<file path="src/rtl/sram_arbiter_rr_if.sv">
// Request/response and SRAM command bundle for the round-robin SRAM arbiter.
// The arbiter takes the slave view; whatever drives the ports and models the SRAM takes the master view.
interface sram_arbiter_rr_if #(
    parameter int NUM_W  = 2,
    parameter int NUM_R  = 2,
    parameter int ADDR_W = 18,
    parameter int DATA_W = 32,
    parameter int MASK_W = 4
);
    logic [NUM_W-1:0]        w_valid;
    logic [NUM_W-1:0]        w_ready;
    logic [NUM_W*ADDR_W-1:0] w_addr;
    logic [NUM_W*DATA_W-1:0] w_data;
    logic [NUM_W*MASK_W-1:0] w_mask;
    logic [NUM_R-1:0]        r_req_valid;
    logic [NUM_R-1:0]        r_req_ready;
    logic [NUM_R*ADDR_W-1:0] r_addr;
    logic [NUM_R-1:0]        r_resp_valid;
    logic [NUM_R-1:0]        r_resp_ready;
    logic [NUM_R*DATA_W-1:0] r_resp_data;
    logic                    sram_ready;
    logic                    sram_addr_valid;
    logic [ADDR_W-1:0]       sram_addr;
    logic [DATA_W-1:0]       sram_data_in;
    logic [MASK_W-1:0]       sram_write_mask;
    logic [DATA_W-1:0]       sram_data_out;
    logic                    sram_data_out_valid;
    logic                    err;

    modport slave (
        input  w_valid, w_addr, w_data, w_mask, r_req_valid, r_addr, r_resp_ready,
               sram_ready, sram_data_out, sram_data_out_valid,
        output w_ready, r_req_ready, r_resp_valid, r_resp_data,
               sram_addr_valid, sram_addr, sram_data_in, sram_write_mask, err
    );

    modport master (
        output w_valid, w_addr, w_data, w_mask, r_req_valid, r_addr, r_resp_ready,
               sram_ready, sram_data_out, sram_data_out_valid,
        input  w_ready, r_req_ready, r_resp_valid, r_resp_data,
               sram_addr_valid, sram_addr, sram_data_in, sram_write_mask, err
    );
endinterface

</file>
<file path="src/rtl/sram_arbiter_rr.sv">
// Round-robin arbiter sharing one SRAM command port among write and read ports.
// Read data returns through a fixed-latency tag pipeline into credit-protected per-port buffers.
module sram_arbiter_rr #(
    parameter int NUM_W      = 2,
    parameter int NUM_R      = 2,
    parameter int ADDR_W     = 18,
    parameter int DATA_W     = 32,
    parameter int MASK_W     = 4,
    parameter int RD_LATENCY = 3,
    parameter int RBUF_DEPTH = 4
) (
    input logic sram_clock,
    input logic reset,
    sram_arbiter_rr_if.slave i_bus
);
    localparam int N     = NUM_W + NUM_R;
    localparam int IDX_W = (N > 1) ? $clog2(N) : 1;
    localparam int RP_W  = (NUM_R > 1) ? $clog2(NUM_R) : 1;
    localparam int CR_W  = $clog2(RBUF_DEPTH + 1);
    localparam int PTR_W = $clog2(RBUF_DEPTH);
    localparam int Q_W   = $clog2(RD_LATENCY + 1);

    logic [IDX_W-1:0]  r_rrPtr;
    logic [CR_W-1:0]   r_credit [NUM_R];
    logic [CR_W-1:0]   r_count  [NUM_R];
    logic [PTR_W-1:0]  r_wrPtr  [NUM_R];
    logic [PTR_W-1:0]  r_rdPtr  [NUM_R];
    logic [DATA_W-1:0] r_buf    [NUM_R][RBUF_DEPTH];
    logic              r_tagValid [RD_LATENCY];
    logic [RP_W-1:0]   r_tagPort  [RD_LATENCY];
    logic [Q_W-1:0]    r_quietCnt;
    logic              r_err;

    logic [N-1:0]      w_eligible;
    logic              w_grant;
    logic [IDX_W-1:0]  w_grantIdx;
    logic [IDX_W-1:0]  w_idxBits;
    int                w_idx;
    logic [NUM_R-1:0]  w_rdGrant;
    logic [RP_W-1:0]   w_rdPort;
    logic              w_finalValid;
    logic [RP_W-1:0]   w_finalPort;
    logic              w_quiet;
    logic              w_spurious;
    logic [NUM_R-1:0]  w_push;
    logic [NUM_R-1:0]  w_pop;
    logic [NUM_R-1:0]  w_lost;

    // A read may only issue while its buffer has a slot not already promised to an in-flight read.
    always_comb begin
        w_eligible = '0;
        for (int i = 0; i < NUM_W; i++)
            w_eligible[i] = i_bus.w_valid[i];
        for (int j = 0; j < NUM_R; j++)
            w_eligible[NUM_W + j] = i_bus.r_req_valid[j] && (r_credit[j] < CR_W'(RBUF_DEPTH));
    end

    always_comb begin
        w_grant    = 1'b0;
        w_grantIdx = '0;
        w_idx      = 0;
        w_idxBits  = '0;
        for (int k = 0; k < N; k++) begin
            w_idx = int'(r_rrPtr) + k;
            if (w_idx >= N)
                w_idx = w_idx - N;
            w_idxBits = IDX_W'(w_idx);
            if (!w_grant && w_eligible[w_idxBits] && i_bus.sram_ready && !reset) begin
                w_grant    = 1'b1;
                w_grantIdx = w_idxBits;
            end
        end
    end

    always_comb begin
        i_bus.w_ready         = '0;
        i_bus.r_req_ready     = '0;
        i_bus.sram_addr_valid = w_grant;
        i_bus.sram_addr       = '0;
        i_bus.sram_data_in    = '0;
        i_bus.sram_write_mask = '0;
        w_rdGrant             = '0;
        w_rdPort              = '0;
        for (int i = 0; i < NUM_W; i++) begin
            if (w_grant && int'(w_grantIdx) == i) begin
                i_bus.w_ready[i]      = 1'b1;
                i_bus.sram_addr       = i_bus.w_addr[i*ADDR_W +: ADDR_W];
                i_bus.sram_data_in    = i_bus.w_data[i*DATA_W +: DATA_W];
                i_bus.sram_write_mask = i_bus.w_mask[i*MASK_W +: MASK_W];
            end
        end
        for (int j = 0; j < NUM_R; j++) begin
            if (w_grant && int'(w_grantIdx) == NUM_W + j) begin
                i_bus.r_req_ready[j] = 1'b1;
                i_bus.sram_addr      = i_bus.r_addr[j*ADDR_W +: ADDR_W];
                w_rdGrant[j]         = 1'b1;
                w_rdPort             = RP_W'(j);
            end
        end
    end

    assign w_finalValid = r_tagValid[RD_LATENCY-1];
    assign w_finalPort  = r_tagPort[RD_LATENCY-1];
    assign w_quiet      = (r_quietCnt != '0);
    assign w_spurious   = i_bus.sram_data_out_valid && !w_finalValid && !w_quiet;

    // A missing return still releases its credit so the port cannot lock up.
    always_comb begin
        w_push = '0;
        w_pop  = '0;
        w_lost = '0;
        i_bus.r_resp_valid = '0;
        i_bus.r_resp_data  = '0;
        for (int j = 0; j < NUM_R; j++) begin
            w_push[j] = w_finalValid && i_bus.sram_data_out_valid && (w_finalPort == RP_W'(j));
            w_lost[j] = w_finalValid && !i_bus.sram_data_out_valid && (w_finalPort == RP_W'(j));
            w_pop[j]  = (r_count[j] != '0) && i_bus.r_resp_ready[j];
            i_bus.r_resp_valid[j] = (r_count[j] != '0);
            if (r_count[j] != '0)
                i_bus.r_resp_data[j*DATA_W +: DATA_W] = r_buf[j][r_rdPtr[j]];
        end
    end

    assign i_bus.err = r_err;

    always_ff @(posedge sram_clock) begin
        if (reset) begin
            r_rrPtr    <= '0;
            r_err      <= 1'b0;
            r_quietCnt <= Q_W'(RD_LATENCY);
            for (int s = 0; s < RD_LATENCY; s++) begin
                r_tagValid[s] <= 1'b0;
                r_tagPort[s]  <= '0;
            end
            for (int j = 0; j < NUM_R; j++) begin
                r_credit[j] <= '0;
                r_count[j]  <= '0;
                r_wrPtr[j]  <= '0;
                r_rdPtr[j]  <= '0;
            end
        end else begin
            if (w_grant)
                r_rrPtr <= (int'(w_grantIdx) == N - 1) ? '0 : w_grantIdx + IDX_W'(1);
            if (w_quiet)
                r_quietCnt <= r_quietCnt - Q_W'(1);
            if (w_spurious || (|w_lost))
                r_err <= 1'b1;
            r_tagValid[0] <= |w_rdGrant;
            r_tagPort[0]  <= w_rdPort;
            for (int s = 1; s < RD_LATENCY; s++) begin
                r_tagValid[s] <= r_tagValid[s-1];
                r_tagPort[s]  <= r_tagPort[s-1];
            end
            for (int j = 0; j < NUM_R; j++) begin
                r_credit[j] <= r_credit[j] + CR_W'(w_rdGrant[j]) - CR_W'(w_pop[j]) - CR_W'(w_lost[j]);
                r_count[j]  <= r_count[j] + CR_W'(w_push[j]) - CR_W'(w_pop[j]);
                if (w_push[j])
                    r_wrPtr[j] <= r_wrPtr[j] + PTR_W'(1);
                if (w_pop[j])
                    r_rdPtr[j] <= r_rdPtr[j] + PTR_W'(1);
            end
        end
    end

    always_ff @(posedge sram_clock) begin
        for (int j = 0; j < NUM_R; j++)
            if (w_push[j])
                r_buf[j][r_wrPtr[j]] <= i_bus.sram_data_out;
    end
endmodule

</file>
<file path="src/flat_wrapper.sv">
// flat-port wrapper written by rule: the top's interface ports become plain ports
module sram_arbiter_rr_flat 
#(
    parameter int NUM_W      = 2,
    parameter int NUM_R      = 2,
    parameter int ADDR_W     = 18,
    parameter int DATA_W     = 32,
    parameter int MASK_W     = 4,
    parameter int RD_LATENCY = 3,
    parameter int RBUF_DEPTH = 4
)
  (sram_clock, reset, i_bus_w_valid, i_bus_w_addr, i_bus_w_data, i_bus_w_mask, i_bus_r_req_valid, i_bus_r_addr, i_bus_r_resp_ready, i_bus_sram_ready, i_bus_sram_data_out, i_bus_sram_data_out_valid, i_bus_w_ready, i_bus_r_req_ready, i_bus_r_resp_valid, i_bus_r_resp_data, i_bus_sram_addr_valid, i_bus_sram_addr, i_bus_sram_data_in, i_bus_sram_write_mask, i_bus_err);
  sram_arbiter_rr_if #(.NUM_W(NUM_W), .NUM_R(NUM_R), .ADDR_W(ADDR_W), .DATA_W(DATA_W), .MASK_W(MASK_W)) i_bus_i ();
  input logic sram_clock;
  input logic reset;
  input wire logic [$bits(i_bus_i.w_valid)-1:0] i_bus_w_valid;
  input wire logic [$bits(i_bus_i.w_addr)-1:0] i_bus_w_addr;
  input wire logic [$bits(i_bus_i.w_data)-1:0] i_bus_w_data;
  input wire logic [$bits(i_bus_i.w_mask)-1:0] i_bus_w_mask;
  input wire logic [$bits(i_bus_i.r_req_valid)-1:0] i_bus_r_req_valid;
  input wire logic [$bits(i_bus_i.r_addr)-1:0] i_bus_r_addr;
  input wire logic [$bits(i_bus_i.r_resp_ready)-1:0] i_bus_r_resp_ready;
  input wire logic [$bits(i_bus_i.sram_ready)-1:0] i_bus_sram_ready;
  input wire logic [$bits(i_bus_i.sram_data_out)-1:0] i_bus_sram_data_out;
  input wire logic [$bits(i_bus_i.sram_data_out_valid)-1:0] i_bus_sram_data_out_valid;
  output wire logic [$bits(i_bus_i.w_ready)-1:0] i_bus_w_ready;
  output wire logic [$bits(i_bus_i.r_req_ready)-1:0] i_bus_r_req_ready;
  output wire logic [$bits(i_bus_i.r_resp_valid)-1:0] i_bus_r_resp_valid;
  output wire logic [$bits(i_bus_i.r_resp_data)-1:0] i_bus_r_resp_data;
  output wire logic [$bits(i_bus_i.sram_addr_valid)-1:0] i_bus_sram_addr_valid;
  output wire logic [$bits(i_bus_i.sram_addr)-1:0] i_bus_sram_addr;
  output wire logic [$bits(i_bus_i.sram_data_in)-1:0] i_bus_sram_data_in;
  output wire logic [$bits(i_bus_i.sram_write_mask)-1:0] i_bus_sram_write_mask;
  output wire logic [$bits(i_bus_i.err)-1:0] i_bus_err;
  assign i_bus_i.w_valid = i_bus_w_valid;
  assign i_bus_i.w_addr = i_bus_w_addr;
  assign i_bus_i.w_data = i_bus_w_data;
  assign i_bus_i.w_mask = i_bus_w_mask;
  assign i_bus_i.r_req_valid = i_bus_r_req_valid;
  assign i_bus_i.r_addr = i_bus_r_addr;
  assign i_bus_i.r_resp_ready = i_bus_r_resp_ready;
  assign i_bus_i.sram_ready = i_bus_sram_ready;
  assign i_bus_i.sram_data_out = i_bus_sram_data_out;
  assign i_bus_i.sram_data_out_valid = i_bus_sram_data_out_valid;
  assign i_bus_w_ready = i_bus_i.w_ready;
  assign i_bus_r_req_ready = i_bus_i.r_req_ready;
  assign i_bus_r_resp_valid = i_bus_i.r_resp_valid;
  assign i_bus_r_resp_data = i_bus_i.r_resp_data;
  assign i_bus_sram_addr_valid = i_bus_i.sram_addr_valid;
  assign i_bus_sram_addr = i_bus_i.sram_addr;
  assign i_bus_sram_data_in = i_bus_i.sram_data_in;
  assign i_bus_sram_write_mask = i_bus_i.sram_write_mask;
  assign i_bus_err = i_bus_i.err;
  sram_arbiter_rr #(.NUM_W(NUM_W), .NUM_R(NUM_R), .ADDR_W(ADDR_W), .DATA_W(DATA_W), .MASK_W(MASK_W), .RD_LATENCY(RD_LATENCY), .RBUF_DEPTH(RBUF_DEPTH)) u_core (.sram_clock(sram_clock), .reset(reset), .i_bus(i_bus_i));
endmodule
</file>
<file path="config.mk">
export PLATFORM = sky130hd
export DESIGN_NAME = sram_arbiter_rr_flat
export DESIGN_NICKNAME = d
export VERILOG_FILES = /design/src/rtl/sram_arbiter_rr_if.sv /design/src/rtl/sram_arbiter_rr.sv /design/src/flat_wrapper.sv
export SDC_FILE = /design/constraint.sdc
export NUM_CORES = 1
export LEC_CHECK = 0
export ABC_AREA = 1
export BUFFER_PORTS_ARGS = -buffer_cell sky130_fd_sc_hd__buf_2
export CORE_UTILIZATION = 33
export DETAILED_ROUTE_END_ITERATION = 10
export HOLD_SLACK_MARGIN = 0.06
export PLACE_DENSITY_LB_ADDON = 0.25
export SLEW_MARGIN = 5
export SYNTH_ARGS = -nofsm -noshare
export SYNTH_HDL_FRONTEND = slang
export SYNTH_SLANG_ARGS = --single-unit
</file>
<file path="constraint.sdc">
create_clock -name sram_clock -period 3.7 [get_ports sram_clock]
set_input_delay 0.37 -clock sram_clock [delete_from_list [all_inputs] [get_ports sram_clock]]
set_output_delay 0.37 -clock sram_clock [all_outputs]
set_load 0.02 [all_outputs]
</file>
# Yosys cells after proc, flatten, opt, wreduce, memory -nomap -nowiden
# Memories as Yosys holds them, arrays and structs flattened.
# Cells that the tools add are included.
[totals]
reg_bits = 5
ram_bits = 282
input_bits = 186
out_inout_bits = 126
n_memories = 7
[classes]
add_sub_neg = 23
order_cmp = 16
eq_ne = 3
mux = 79
bitwise = 19
reduce_logical = 44
[mem_list]
columns = ["memory", "words", "width", "read_ports", "rd_clocked_by_memory_dff", "write_ports", "line", "text"]
rows = [
  ["u_core.r_buf", 2, 128, 2, 0, 1, "sram_arbiter_rr.sv:28", "logic [DATA_W-1:0] r_buf [NUM_R][RBUF_DEPTH];"],
  ["u_core.r_count", 2, 3, 2, 0, 2, "sram_arbiter_rr.sv:25", "logic [CR_W-1:0] r_count [NUM_R];"],
  ["u_core.r_credit", 2, 3, 2, 0, 2, "sram_arbiter_rr.sv:24", "logic [CR_W-1:0] r_credit [NUM_R];"],
  ["u_core.r_rdPtr", 2, 2, 2, 0, 2, "sram_arbiter_rr.sv:27", "logic [PTR_W-1:0] r_rdPtr [NUM_R];"],
  ["u_core.r_wrPtr", 2, 2, 2, 0, 2, "sram_arbiter_rr.sv:26", "logic [PTR_W-1:0] r_wrPtr [NUM_R];"],
  ["u_core.r_tagPort", 3, 1, 3, 0, 3, "sram_arbiter_rr.sv:30", "logic [RP_W-1:0] r_tagPort [RD_LATENCY];"],
  ["+1 memories", "--", "--", "--", "--", "--", "--", ""],
]
[op_table]
columns = ["operator", "n"]
rows = [
  ["$mux W128", 4],
  ["$mux W32", 10],
  ["$bmux W32 S2", 2],
  ["$demux W32 S2", 2],
  ["$reduce_or A128 Y1", 1],
  ["$mux W18", 4],
  ["$mux W1", 34],
  ["$logic_and A1 B1 Y1", 29],
  ["$mux W2", 13],
  ["$ge A3 B3 Y1 const B", 7],
  ["$sub A3 B1 Y3", 6],
  ["$or A1 B1 Y1", 14],
  ["$add A3 B1 Y3", 4],
  ["$lt A2 B3 Y1 const B", 4],
  ["$mux W3", 4],
  ["$not A2 Y3", 4],
  ["$add A2 B1 Y2 const B", 5],
  ["$sub A2 B1 Y2 const B", 5],
  ["$bmux W1 S2", 4],
  ["$mux W4", 2],
  ["$logic_not A1 Y1", 7],
  ["$add A2 B2 Y3 const B", 2],
  ["$lt A3 B1 Y1 const B", 2],
  ["$lt A3 B3 Y1 const B", 2],
  ["other kinds (10)", 13],
]

# Longest topological paths before layout
# An unclocked memory read counts as a cell.
[depth]
depth_word = 30
mapped_depth = 24
ltp_nobuf = 21

# Worst setup path after synthesis
# OpenSTA, ideal clock, no wires.
[synth_timing]
path_type = "in2reg"
from = "in reset"
to = "mem u_core.r_credit[0][2] in the netlist's numbering"
arrival_ns = 3.612
required_time_ns = 3.630
path_slack_ns = 0.018
path_stages = 20
n_path_buf = 3
cell_sequence = "buf_2 nor2_2 nand3_1 nand3b_1 or2_2 a21oi_2 inv_1 ha_1 clkbuf_1 nand2_1 buf_2 inv_1 fa_1 inv_1 ha_1 inv_1 ha_1 xor2_1 o21ai_0 a21oi_1"
[synth_lines]
columns = ["item", "line", "text"]
rows = [
  ["start: declaration", "flat_wrapper.sv:15", "input logic reset;"],
  ["end: declaration", "sram_arbiter_rr.sv:24", ""],
]

# Worst setup path after layout
[layout_timing]
from = "reg u_core.r_rrPtr[0]"
to = "out i_bus_sram_data_in[17]"
[layout_between]
elab_chain_len = 26
[layout_rtl]
columns = ["item", "line", "text"]
rows = [
  ["start: declaration", "sram_arbiter_rr.sv:23", "logic [IDX_W-1:0] r_rrPtr;"],
  ["start signal: assignment", "sram_arbiter_rr.sv:143", "r_rrPtr <= (int'(w_grantIdx) == N - 1) ? '0 : w_grantIdx + IDX_W'(1);"],
  ["$ge A2 B3 Y1 / $sub A2 B1 Y2 (equally long branches)", "sram_arbiter_rr.sv:65, sram_arbiter_rr.sv:66", ""],
  ["$mux W2", "sram_arbiter_rr.sv:65", "if (w_idx >= N)"],
  ["$bmux W1 S2", "sram_arbiter_rr.sv:68", "if (!w_grant && w_eligible[w_idxBits] && i_bus.sram_ready && !reset) begin"],
  ["$mux W1 (not written as such)", "sram_arbiter_rr.sv:68", ""],
  ["$logic_and A1 B1 Y1 (2 in series)", "sram_arbiter_rr.sv:68", ""],
  ["$mux W1", "sram_arbiter_rr.sv:68", ""],
  ["$logic_not A1 Y1", "sram_arbiter_rr.sv:68", ""],
  ["$logic_and A1 B1 Y1 (3 in series)", "sram_arbiter_rr.sv:68", ""],
  ["(+5 left out)", "--", ""],
  ["$mux W1", "sram_arbiter_rr.sv:68", ""],
  ["$logic_not A1 Y1", "sram_arbiter_rr.sv:68", ""],
  ["$logic_and A1 B1 Y1 (3 in series)", "sram_arbiter_rr.sv:68", ""],
  ["$mux W2", "sram_arbiter_rr.sv:68", ""],
  ["$logic_not A2 Y1", "sram_arbiter_rr.sv:85", "if (w_grant && int'(w_grantIdx) == i) begin"],
  ["$logic_and A1 B1 Y1", "sram_arbiter_rr.sv:85", ""],
  ["$mux W32", "sram_arbiter_rr.sv:85", ""],
  ["$mux W32 *", "sram_arbiter_rr.sv:85", ""],
  ["end: declaration", "flat_wrapper.sv:32", "output wire logic [$bits(i_bus_i.sram_data_in)-1:0] i_bus_sram_data_in;"],
]
# Every way passes the cells marked *; elsewhere a longest branch is shown, timed or not. The select of a mux whose other input is x is not followed.

==> impl_summary.txt <==
----------------------------------------------------
[Worst setup path]
  Largest fanout on the critical path ... 37
  Critical path cell sequence ... inv_4 -> nand3_1 -> nand3_1 -> nand3_1 -> nand3b_1 -> or2_2 -> a21oi_2 -> ha_2 -> nand2_1 -> inv_6 -> nand2_1 -> o21ai_0 -> buf_2
  Critical path required time ... about 3300 ps
  Endpoint type of the worst setup path ... primary output
  CP Class ... flop to primary output
  Critical Path AT ... around 3200 ps
  Critical path startpoint category ... flop
  Delay of the slowest critical-path stage ... 380 ps
  Kind of cell with the highest combined delay on the critical path ... simple AND/OR/NAND/NOR gates
  Dominant cell type by count on the critical path ... nand3_1
  Crit path buffers/inverters ... 3
  Slowest cell on the critical path ... dfxtp_4

[Timing]
  Worst setup slack after layout ... between 150 and 200 ps
  Minimum clock period after layout ... 3520 ps
  Final slew viol count ... 0
  Relative slew margins ... 0.451
  Hold Violations, Final ... 0
  Fmax ... 0.284 GHz
  Number of failing setup endpoints in the final timing report ... 0
  Worst-Margin Slew ... 823 ps
  Worst clock skew on the final layout ... about 14 ps
  Share of the clock period used by the worst path ... 0.952

[Clock network]
  Clk Latency, worst-skew pair ... roughly 550 ps
  Number of buffers on the longest clock path ... 3
  Number of buffers inserted by hold repair at cts ... 0
  Clock net sink count ... 287
  Total CTS buffers ... 30
  Clock tree from TritonCTS ... yes
  Clock edge transition at the registers on the reported setup and hold paths ... 60 ps
  Master cell of the clock root buffer ... clkbuf_16
  Maximum level of the CTS H-tree ... 1

[Power and ir drop]
  Leakage power total ... ~0.007 uW
  Maximum ir drop on the vdd rail ... about 630 uV
  Final total power ... 12600 uW
  Cell Pwr Density ... 769 mW/mm2

[Drt]
  First-pass iteration count of the detailed router ... 5
  Routed wire per std cell ... between 15 and 20 um
  Final antenna-violating net count ... 0
  DR vias ... ~10000
  Post-route DRC violation count ... 0
  Number of DRC markers in iteration 0 ... approximately 680
  Via density per instance ... 4.70
  DRT Wirelength ... 35600 um

[Die]
  Cell row count ... 72
  Die Outline Area ... 0.0409 mm2
  Vertical extent of the die ... 202 um
  Core outline area ... between 0.03 and 0.04 mm2
  Starting Density ... 0.338
  Boundary Pins ... between 300 and 400
  Horizontal extent of the die ... a little over 200 um

[Synth]
  Sequential fraction of the synthesis area ... 0.635
  Cells after Synth ... ~1400
  Synth Cell Area ... approximately 0.013 mm2
  Number of enable-type register cells in the synthesized netlist ... 264
  Yosys reg bits ... 287
  Multiplexer share of the synthesized area ... 0
  Adder and majority cell fraction of the synthesized area ... 0.0278
  Cell types with the highest counts after synthesis ... nor2_1, edfxtp_1, nand2_1, o21ai_0, inv_1
  Average size of a mapped cell ... slightly below 10 um2
  Top FF cell, synth ... edfxtp_1
  Most area-hungry cell type in the Yosys netlist ... edfxtp_1
  Complex-gate fraction of the synthesized area ... 0.0948
  Dominant combinational cell family by area after synthesis ... simple AND/OR/NAND/NOR gates
  Share of Yosys cell area claimed by the top area cell type ... 0.600
  XOR/XNOR share of the synthesized area ... 0.00265
  Most common cell in the synthesized netlist ... nor2_1
  Largest cells by area after synthesis ... edfxtp_1, nor2_1, o21ai_0
  Total nets after synthesis ... around 1600
  Post-synthesis async set-or-reset flop share ... 0
  Count of yosys warnings during synthesis ... 0
  Number of distinct library cells after synthesis ... 30
  Simple logic cell fraction of the synthesized area ... 0.178

[Layout]
  Multi-input logic area ... a little over 0.004 mm2
  Filler cells ... slightly below 4000
  Final nets ... approximately 1900
  Signed area change from the synthesized netlist to the final layout ... 24.4%
  Storage element area ... roughly 0.0084 mm2
  Share of cells above drive strength 1 ... 0.248

[Hold path]
  Class of the tightest hold or removal check ... primary input to flop

[Place]
  DP Worst Slack ... roughly 200 ps
  Port bufs ... around 310
  Routability congestion estimate from global placement ... ~0.86
  Detailed Place HPWL ... ~23000 um

[Flow run]
  Number of max-cap violations ... 0

[Global routing]
  First-pass GRT wire length ... between 50000 and 60000 um
  Maximum number of pins on one net before global-route repair ... 67
  Total routing resource utilization after global routing ... 0.170
  Via count of the first global-routing pass ... ~10000
  Number of antenna violations at the first check in global routing ... 2
  Global route total overflow ... 0

[Status]
  Status ... finished clean

----------------------------------------------------
per-stage QoR:
step | instances | util | hold WS, ps | cell area [um2] | setup TNS, ps
final | 2192 | 0.420 | 94.7 | 16400 | 0
after CTS | 2189 | 0.419 | 75.7 | 16400 | 0
after detailed placement | 2133 | 0.393 | 394 | 15400 | 0
after floorplan | 1355 | - | 388 | 13200 | 0
after global routing | 2191 | 0.420 | 89.5 | 16400 | -6.99
after global placement | 2133 | 0.393 | 392 | 15400 | 0
cell families after synthesis:
group	Yosys count
AND/OR/NAND/NOR	583
flip-flops	287
AO/OA/AOI/OAI	249
buffers and inverters	205
adder cells (fa/ha/maj)	27
XOR/XNOR	4
layer usage:
metal	part of all wire	vias up	routed length, um	track usage
li1	-	5121	-	-
met1	0.45	4885	16200	0.232
met2	0.48	253	17200	0.290
met3	0.044	41	1560	0.0216
met4	0.018	0	642	0.0354
met5	0	-	0	0
area by class of cell:
cell class | instances | area share
clock inverter | 16 | 0.0127
timing repair buffer | 342 | 0.111
inverter | 124 | 0.0289
antenna | 2 | 0.000304
multi-input combinational | 863 | 0.248
clock buffer | 40 | 0.0493
sequential | 287 | 0.511
tap | 518 | 0.0394
state kept, by name (all words and copies together) (netlist names):
name,count
u_core.r_wrPtr,4
u_core.r_credit,6
u_core.r_count,6
u_core.r_tagPort,3
u_core.r_buf,256
u_core.i_bus.err,1
u_core.r_tagValid,3
u_core.r_quietCnt,2
u_core.r_rrPtr,2
u_core.r_rdPtr,4
final timing paths:
path | from | endpoint | slack, ps | cells past startpoint
worst max-delay path | u_core.r_rrPtr[0]$_SDFFE_PP0P_ | i_bus_sram_data_in[17] | 180 | 13
worst min-delay path | i_bus_sram_data_out[15] | u_core.r_buf[0][239]$_DFFE_PP_ | 90 | 1
worst max register to register | u_core.r_rrPtr[0]$_SDFFE_PP0P_ | u_core.r_credit[0][2]$_SDFF_PP0_ | 270 | 19
worst min register to register | u_core.r_tagValid[0][0]$_SDFF_PP0_ | u_core.r_tagValid[0][1]$_SDFF_PP0_ | 400 | 2
worst reg2reg max path: cells and delay by family (launching register included):
family | cells | cell delay, ps
xor gates and xnor gates | 1 | 170
DFF | 1 | 380
and+or+nand+nor | 6 | 1020
adders and majority gates | 4 | 990
AOI/OAI and AO/OA | 3 | 410
buffers and inverters | 5 | 370
repair_timing:
action	CTS	global route
resized for setup	3	11
endpoints found under the setup margin	55	56
setup buffers	0	1
where the power goes:
group / internal, uW / total [uW] / switching [uW] / leakage [uW]
logic: 1710 / 5800 / 4080 / 0.00388
clock network: 1880 / 3080 / 1200 / 0.000488
registers: 3670 / 3760 / 85.4 / 0.00257
layout by cell type, fill, tap and decap left out, types with 2 or more instances in the layout:
cell type   instances
nor2_1            301
o21ai_1             7
clkinv_1            4
dfxtp_1            21
nand3_2             2
nor3_2              2
inv_2               3
o21ai_0           166
bufinv_16           5
inv_1             117
buf_4              27
clkinv_2            5
clkbuf_16          31
nand2_2             2
edfxtp_1          264
inv_4               2
nor2_4              8
fa_1                4
clkbuf_1            9
diode_2             2
a21oi_1            74
nand3_1            86
ha_1               22
buf_2             311
xor2_1              4
buf_6               2
nand2_1           176
clkinvlp_4          3
No activity file was read; power rests on OpenSTA's default activity.
